==> src/rtl/al_accel_obuf_ctrl_if.sv <==
// rtl/al_accel_obuf_ctrl_if.sv - bundled ports of the output-buffer write-back controller
//
// Purpose: groups every non-clock/reset signal of al_accel_obuf_ctrl.
//   master modport : controller side (drives busy/done/ready/obuf/mem request)
//   slave  modport : environment side (drives start/cfg/sources/obuf_do/mem_ready)
// Port summary:
//   start, cfg_base[31:0], cfg_len[LEN_W-1:0]   job control
//   busy, done                                  job status
//   src0_valid/src0_data/src0_ready             result source 0
//   src1_valid/src1_data/src1_ready             result source 1
//   obuf_enb, obuf_ld_wrn, obuf_di, obuf_do     output-buffer register access
//   mem_valid, mem_addr, mem_wdata, mem_ready   memory write request
interface al_accel_obuf_ctrl_if #(
   parameter int LEN_W = 16
);
   logic             start;
   logic [31:0]      cfg_base;
   logic [LEN_W-1:0] cfg_len;
   logic             busy;
   logic             done;
   logic             src0_valid;
   logic [31:0]      src0_data;
   logic             src0_ready;
   logic             src1_valid;
   logic [31:0]      src1_data;
   logic             src1_ready;
   logic             obuf_enb;
   logic             obuf_ld_wrn;
   logic [31:0]      obuf_di;
   logic [31:0]      obuf_do;
   logic             mem_valid;
   logic [31:0]      mem_addr;
   logic [31:0]      mem_wdata;
   logic             mem_ready;

   modport master (
      input  start, cfg_base, cfg_len,
      input  src0_valid, src0_data, src1_valid, src1_data,
      input  obuf_do, mem_ready,
      output busy, done, src0_ready, src1_ready,
      output obuf_enb, obuf_ld_wrn, obuf_di,
      output mem_valid, mem_addr, mem_wdata
   );

   modport slave (
      output start, cfg_base, cfg_len,
      output src0_valid, src0_data, src1_valid, src1_data,
      output obuf_do, mem_ready,
      input  busy, done, src0_ready, src1_ready,
      input  obuf_enb, obuf_ld_wrn, obuf_di,
      input  mem_valid, mem_addr, mem_wdata
   );
endinterface

==> src/rtl/al_accel_obuf_ctrl.sv <==
// rtl/al_accel_obuf_ctrl.sv - round-robin result collector writing words through an output buffer to memory
//
// Purpose: for a job of cfg_len words starting at cfg_base, repeatedly takes one
// word from source 0 or 1 (round-robin), loads it into the external output-buffer
// register, then issues a memory write of the register contents at
// base + index*ADDR_STRIDE. Pulses done once the last word is accepted.
// Ports:
//   clk     : clock, rising edge
//   resetn  : asynchronous active-low reset
//   bus     : al_accel_obuf_ctrl_if.master (job control, sources, obuf, memory)
module al_accel_obuf_ctrl #(
   parameter int LEN_W       = 16,
   parameter int ADDR_STRIDE = 4
) (
   input  logic                 clk,
   input  logic                 resetn,
   al_accel_obuf_ctrl_if.master bus
);

   typedef enum logic [1:0] {
      S_IDLE     = 2'd0,
      S_WAIT_SRC = 2'd1,
      S_WRITE    = 2'd2,
      S_DONE     = 2'd3
   } state_t;

   state_t           state_q;
   logic             ptr_q;          // source preferred when both are valid
   logic [LEN_W-1:0] len_q;
   logic [LEN_W-1:0] cnt_q;
   logic [31:0]      base_q;
   logic [31:0]      addr_q;
   logic             busy_q;
   logic             done_q;
   logic             mem_valid_q;

   logic             in_wait;
   logic             gnt0;
   logic             gnt1;
   logic             xfer;
   logic [31:0]      gnt_data;
   logic [LEN_W-1:0] cnt_d;
   logic [31:0]      addr_d;

   // Grant is decided purely from the valids and the pointer so ready can be
   // returned in the same cycle; it only takes effect inside WAIT_SRC.
   always_comb begin
      in_wait  = (state_q == S_WAIT_SRC);
      gnt0     = bus.src0_valid && (!bus.src1_valid || !ptr_q);
      gnt1     = bus.src1_valid && (!bus.src0_valid ||  ptr_q);
      xfer     = in_wait && (gnt0 || gnt1);
      gnt_data = gnt0 ? bus.src0_data : bus.src1_data;
      cnt_d    = cnt_q + LEN_W'(1);
      // Address wraps modulo 2^32 by construction of the 32-bit sum.
      addr_d   = base_q + (32'(cnt_q) * 32'(ADDR_STRIDE));
   end

   assign bus.src0_ready  = in_wait && gnt0;
   assign bus.src1_ready  = in_wait && gnt1;
   assign bus.obuf_enb    = xfer;
   assign bus.obuf_ld_wrn = xfer;
   assign bus.obuf_di     = xfer ? gnt_data : 32'h0;
   assign bus.busy        = busy_q;
   assign bus.done        = done_q;
   assign bus.mem_valid   = mem_valid_q;
   assign bus.mem_addr    = addr_q;
   // The buffer register holds the word loaded on the transfer edge and does
   // not change while WRITE waits, so wdata is stable under back-pressure.
   assign bus.mem_wdata   = mem_valid_q ? bus.obuf_do : 32'h0;

   always_ff @(posedge clk or negedge resetn) begin
      if (!resetn) begin
         state_q     <= S_IDLE;
         ptr_q       <= 1'b0;
         len_q       <= '0;
         cnt_q       <= '0;
         base_q      <= 32'h0;
         addr_q      <= 32'h0;
         busy_q      <= 1'b0;
         done_q      <= 1'b0;
         mem_valid_q <= 1'b0;
      end else begin
         done_q <= 1'b0;
         case (state_q)
            S_IDLE: begin
               if (bus.start) begin
                  busy_q <= 1'b1;
                  if (bus.cfg_len != '0) begin
                     base_q  <= bus.cfg_base;
                     len_q   <= bus.cfg_len;
                     cnt_q   <= '0;
                     state_q <= S_WAIT_SRC;
                  end else begin
                     // Empty job: report completion without touching memory.
                     done_q  <= 1'b1;
                     state_q <= S_DONE;
                  end
               end
            end

            S_WAIT_SRC: begin
               if (xfer) begin
                  ptr_q       <= gnt0;   // point at the source not granted
                  addr_q      <= addr_d;
                  mem_valid_q <= 1'b1;
                  state_q     <= S_WRITE;
               end
            end

            S_WRITE: begin
               if (bus.mem_ready) begin
                  mem_valid_q <= 1'b0;
                  cnt_q       <= cnt_d;
                  if (cnt_d == len_q) begin
                     done_q  <= 1'b1;
                     state_q <= S_DONE;
                  end else begin
                     state_q <= S_WAIT_SRC;
                  end
               end
            end

            S_DONE: begin
               busy_q  <= 1'b0;
               state_q <= S_IDLE;
            end

            default: begin
               busy_q      <= 1'b0;
               mem_valid_q <= 1'b0;
               state_q     <= S_IDLE;
            end
         endcase
      end
   end

endmodule

==> src/flat_wrapper.sv <==
// flat-port wrapper written by rule: the top's interface ports become plain ports
module al_accel_obuf_ctrl_flat 
#(
   parameter int LEN_W       = 16,
   parameter int ADDR_STRIDE = 4
)
  (clk, resetn, bus_start, bus_cfg_base, bus_cfg_len, bus_src0_valid, bus_src0_data, bus_src1_valid, bus_src1_data, bus_obuf_do, bus_mem_ready, bus_busy, bus_done, bus_src0_ready, bus_src1_ready, bus_obuf_enb, bus_obuf_ld_wrn, bus_obuf_di, bus_mem_valid, bus_mem_addr, bus_mem_wdata);
  al_accel_obuf_ctrl_if #(.LEN_W(LEN_W)) bus_i ();
  input  logic clk;
  input  logic resetn;
  input wire logic [$bits(bus_i.start)-1:0] bus_start;
  input wire logic [$bits(bus_i.cfg_base)-1:0] bus_cfg_base;
  input wire logic [$bits(bus_i.cfg_len)-1:0] bus_cfg_len;
  input wire logic [$bits(bus_i.src0_valid)-1:0] bus_src0_valid;
  input wire logic [$bits(bus_i.src0_data)-1:0] bus_src0_data;
  input wire logic [$bits(bus_i.src1_valid)-1:0] bus_src1_valid;
  input wire logic [$bits(bus_i.src1_data)-1:0] bus_src1_data;
  input wire logic [$bits(bus_i.obuf_do)-1:0] bus_obuf_do;
  input wire logic [$bits(bus_i.mem_ready)-1:0] bus_mem_ready;
  output wire logic [$bits(bus_i.busy)-1:0] bus_busy;
  output wire logic [$bits(bus_i.done)-1:0] bus_done;
  output wire logic [$bits(bus_i.src0_ready)-1:0] bus_src0_ready;
  output wire logic [$bits(bus_i.src1_ready)-1:0] bus_src1_ready;
  output wire logic [$bits(bus_i.obuf_enb)-1:0] bus_obuf_enb;
  output wire logic [$bits(bus_i.obuf_ld_wrn)-1:0] bus_obuf_ld_wrn;
  output wire logic [$bits(bus_i.obuf_di)-1:0] bus_obuf_di;
  output wire logic [$bits(bus_i.mem_valid)-1:0] bus_mem_valid;
  output wire logic [$bits(bus_i.mem_addr)-1:0] bus_mem_addr;
  output wire logic [$bits(bus_i.mem_wdata)-1:0] bus_mem_wdata;
  assign bus_i.start = bus_start;
  assign bus_i.cfg_base = bus_cfg_base;
  assign bus_i.cfg_len = bus_cfg_len;
  assign bus_i.src0_valid = bus_src0_valid;
  assign bus_i.src0_data = bus_src0_data;
  assign bus_i.src1_valid = bus_src1_valid;
  assign bus_i.src1_data = bus_src1_data;
  assign bus_i.obuf_do = bus_obuf_do;
  assign bus_i.mem_ready = bus_mem_ready;
  assign bus_busy = bus_i.busy;
  assign bus_done = bus_i.done;
  assign bus_src0_ready = bus_i.src0_ready;
  assign bus_src1_ready = bus_i.src1_ready;
  assign bus_obuf_enb = bus_i.obuf_enb;
  assign bus_obuf_ld_wrn = bus_i.obuf_ld_wrn;
  assign bus_obuf_di = bus_i.obuf_di;
  assign bus_mem_valid = bus_i.mem_valid;
  assign bus_mem_addr = bus_i.mem_addr;
  assign bus_mem_wdata = bus_i.mem_wdata;
  al_accel_obuf_ctrl #(.LEN_W(LEN_W), .ADDR_STRIDE(ADDR_STRIDE)) u_core (.clk(clk), .resetn(resetn), .bus(bus_i));
endmodule
==> config.mk <==
export PLATFORM = sky130hd
export DESIGN_NAME = al_accel_obuf_ctrl_flat
export DESIGN_NICKNAME = d
export VERILOG_FILES = /design/src/rtl/al_accel_obuf_ctrl_if.sv /design/src/rtl/al_accel_obuf_ctrl.sv /design/src/flat_wrapper.sv
export SDC_FILE = /design/constraint.sdc
export NUM_CORES = 1
export LEC_CHECK = 0
export CAP_MARGIN = 20
export CORE_MARGIN = 2
export CORE_UTILIZATION = 45
export CTS_BUF_LIST = sky130_fd_sc_hd__clkbuf_4
export DETAILED_ROUTE_END_ITERATION = 8
export GPL_TIMING_DRIVEN = 0
export PLACE_DENSITY = 0.87
export SLEW_MARGIN = 20
export SYNTH_ARGS = -nofsm -noshare
export SYNTH_HDL_FRONTEND = slang
export SYNTH_SLANG_ARGS = --single-unit
==> constraint.sdc <==
create_clock -name clk -period 3 [get_ports clk]
set_input_delay 0.9 -clock clk [delete_from_list [all_inputs] [get_ports clk]]
set_output_delay 0.9 -clock clk [all_outputs]
set_load 0.02 [all_outputs]
==> run metrics <==
share of synthesized registers carrying an async set or reset=100.0%; number of unique standard cell types used by synthesis=60; CP Cell Sequence=clkdlybuf4s50_1 -> and2_1 -> clkdlybuf4s50_1; cell chosen for the clock root=clkbuf_4; achievable clock frequency=336.1 MHz; compound-gate portion of the synthesized area=16.59%; Buffers on Ports=around 250; hold buffers post-CTS=0; mux contribution to synthesized area=9.303%; Core Region=0.01372 mm^2; post-place setup slack=-1.544 ns; Starting Density=45.68%; number of design-rule violations left by the first detailed-router iteration=~470; DRT antenna net count=0; switching pwr=3.097 mW; area share of fa/ha/maj cells after synthesis=about 3.7%; share of total power in sequential cells=34.1%; final RePlAce weighted congestion=0.8851; via count of the first global-routing pass=5917; most common cell after layout, fill and taps aside=clkdlybuf4s50_1; final worst path period share=99.18%; mean routed wirelength per cell=18.47 um; Cell Pwr Density=about 770 mW/mm^2; global router's overall resource usage=between 20% and 30%; proportion of power drawn by the clock network=9.3%; fin crit period=2.975 ns; XOR/XNOR Fraction of Synth Area=about 6%; aggregate global routing overflow=0; number of max-capacitance violations reported=0; setup skew after layout=0.02994 ns; number of enable flip-flop cells after synthesis=0; transition at the pin with the smallest max-transition slack=0.6298 ns; fraction of power spent switching nets=~43%; total CTS buffers=9; Ys Warns=0; post-DP HPWL=16.94 mm; total standard cell area after synthesis=0.006267 mm^2; largest delay contributor family on the critical path=buffers and inverters; total leakage power=4.184 nW; sequential fraction of the synthesis area=approximately 41%; launching element type of the critical path=primary input; Synth Flop Type=dfrtp_1; cell seen most often among critical-path stages=clkdlybuf4s50_1; total number of vias=approximately 6300; combinational family with the most area after synthesis=simple AND/OR/NAND/NOR gates; kind of path behind the tightest hold check=in2async; setup repair after global routing missed its margin=no; synthesized netlist net count=873; via-per-instance ratio=5.443; final net count=1143; part of the power in combinational logic=56.6%; endpoint class of the critical path=primary output; growth of design area from synthesis to finish=48.75%; Post-Synth Simple-Gate Area=between 20% and 30%; delay contributed by the slowest stage of the critical path=0.60 ns; chip height=122.0 um; antenna violations before repair=0; clock sinks=102; final hold violations=0; Std-Cell Rows=43; register bit count reported by yosys=around 100; area used by sequential logic in the layout=0.002555 mm^2; TritonCTS clock tree=built; number of antenna repair diodes=0; worst setup slack after layout=approximately 0.025 ns; largest net degree at the start of global routing=84; highest ir drop seen on vdd=0.0003580 V; count of buffer and inverter cells on the critical path=2; layout cell share with drive strength beyond 1=16.73%; Max Root-Sink Buffers=2; data arrival at the endpoint of the critical path=2.08 ns; Critical Path Slowest Stage Cell=clkdlybuf4s50_1; Internal Power=just over 4 mW; Synth Instances=705; Max H-tree Level=3; clock insertion delay at the later pin of the skew report=0.51 ns; drt drc=0; Critical Setup Path Class=in2out; num ports=253; CP max FO=1; Post-Route Utilization=about two thirds; clock transition at the registers of the reported paths=0.16 ns; multi-input combinational cell area=0.003613 mm^2; wire length of the first global-routing pass=31.75 mm; required time of the critical path=2.10 ns; commonest cells after routing, fill and taps aside=clkdlybuf4s50_1 (195), nand2_1 (130), dfrtp_1 (100), o21ai_0 (57), mux2_2 (50); Filler Cell Count=1119; total of endpoints with negative setup slack in the final report=0; hold slack=0.1998 ns; max-slew violation count=0; die width=122.0 um; Max transition margin=58.01%; total routed wirelength=21.43 mm; die area=0.01489 mm^2; Mapped Avg Cell Area=8.890 um^2; result of the run=completed; number of detailed-route iterations in the first pass=5
[cell families after synthesis]
group | after synthesis
xor+xnor | 43
fa+ha+maj | 18
buf+inv | 51
flops | 102
mux | 52
simple gates | 266
compound gates | 173
[final timing paths]
path / startpoint / endpoint / slack [ns] / depth (start not counted)
max reg2reg: u_core.cnt_q[0]$_DFFE_PN0P_ / u_core.bus.mem_addr[16]$_DFFE_PN0P_ / 0.21 / 9
min reg2reg: u_core.base_q[1]$_DFFE_PN0P_ / u_core.bus.mem_addr[1]$_DFFE_PN0P_ / 0.49 / 2
max: bus_obuf_do[22] / bus_mem_wdata[22] / 0.02 / 3
min in group clk: u_core.base_q[1]$_DFFE_PN0P_ / u_core.bus.mem_addr[1]$_DFFE_PN0P_ / 0.49 / 2
max in group asynchronous: resetn / u_core.state_q[0]$_DFFE_PN0P_ / 2.12 / 2
min: resetn / u_core.base_q[21]$_DFFE_PN0P_ / 0.20 / 1
[flip-flops by register name (all words and copies together) (netlist names)]
register,flops
u_core.bus.mem_valid,1
u_core.len_q,16
u_core.bus.done,1
u_core.bus.busy,1
u_core.ptr_q,1
u_core.state_q,2
u_core.cnt_q,16
u_core.bus.mem_addr,32
u_core.base_q,32
[cell type report]
type	instances	area share, %
buffer	36	2.912
clock buffer	11	0.8858
clock inverter	5	0.3624
inverter	13	0.5234
multi-input combinational	552	38.76
sequential	102	27.41
tap	180	2.416
timing repair buffer	261	26.73
[cell usage after synthesis (8+ instances only)]
cell      instances  area, um^2
and3_1            8       50.05
nand2_1         132       495.5
mux2_2           50       563.0
nand3_1          15       75.07
o21ai_0          57       285.3
clkbuf_1         30       112.6
nor2_1           27       101.4
nand2b_1         10       62.56
ha_1             17       212.7
a21oi_1          59       295.3
nor2b_1           8       50.05
xnor2_1          22       192.7
dfrtp_1         102        2552
and2_1           35       219.0
inv_1            12       45.04
xor2_1           21       183.9
[per-stage QoR]
| stage | setup TNS (ns) | cells | instance area (um^2) | total power, mW |
|---|---|---|---|---|
| 2_1_floorplan | 0 | 705 | 6267 | 4.678 |
| 3_3_place_gp | -329.50 | 1137 | 9015 | 6.264 |
| 3_5_place_dp | -55.74 | 1138 | 9044 | 6.403 |
| 4_1_cts | 0 | 1157 | 9266 | 7.142 |
| 5_1_grt | 0 | 1160 | 9323 | 7.635 |
| 6_report | 0 | 1160 | 9323 | 7.188 |
[repair_timing]
item	in CTS	in global routing
gates resized for setup	212	17
buffers inserted	5	3
pin swaps	4	0
endpoints found under the setup margin	44	47
[power groups by stage]
stage / Sequential [mW] / Clock [mW] / Combinational (mW)
floorplan: 2.58 / 0 / 2.10
global placement: 2.43 / 0 / 3.83
detailed placement: 2.47 / 0 / 3.94
CTS: 2.44 / 0.674 / 4.03
global route: 2.52 / 0.739 / 4.38
finish: 2.45 / 0.667 / 4.07
[metal layers]
layer | up-vias | share of wire (%) | track usage [%]
met2 | 262 | 51 | 49.83
met1 | 2996 | 37 | 32.24
li1 | 3002 | - | -
met5 | - | 0 | 0
met3 | 54 | 6.7 | 5.431
met4 | 0 | 4.6 | 14.80
No activity file was read; power rests on OpenSTA's default activity.
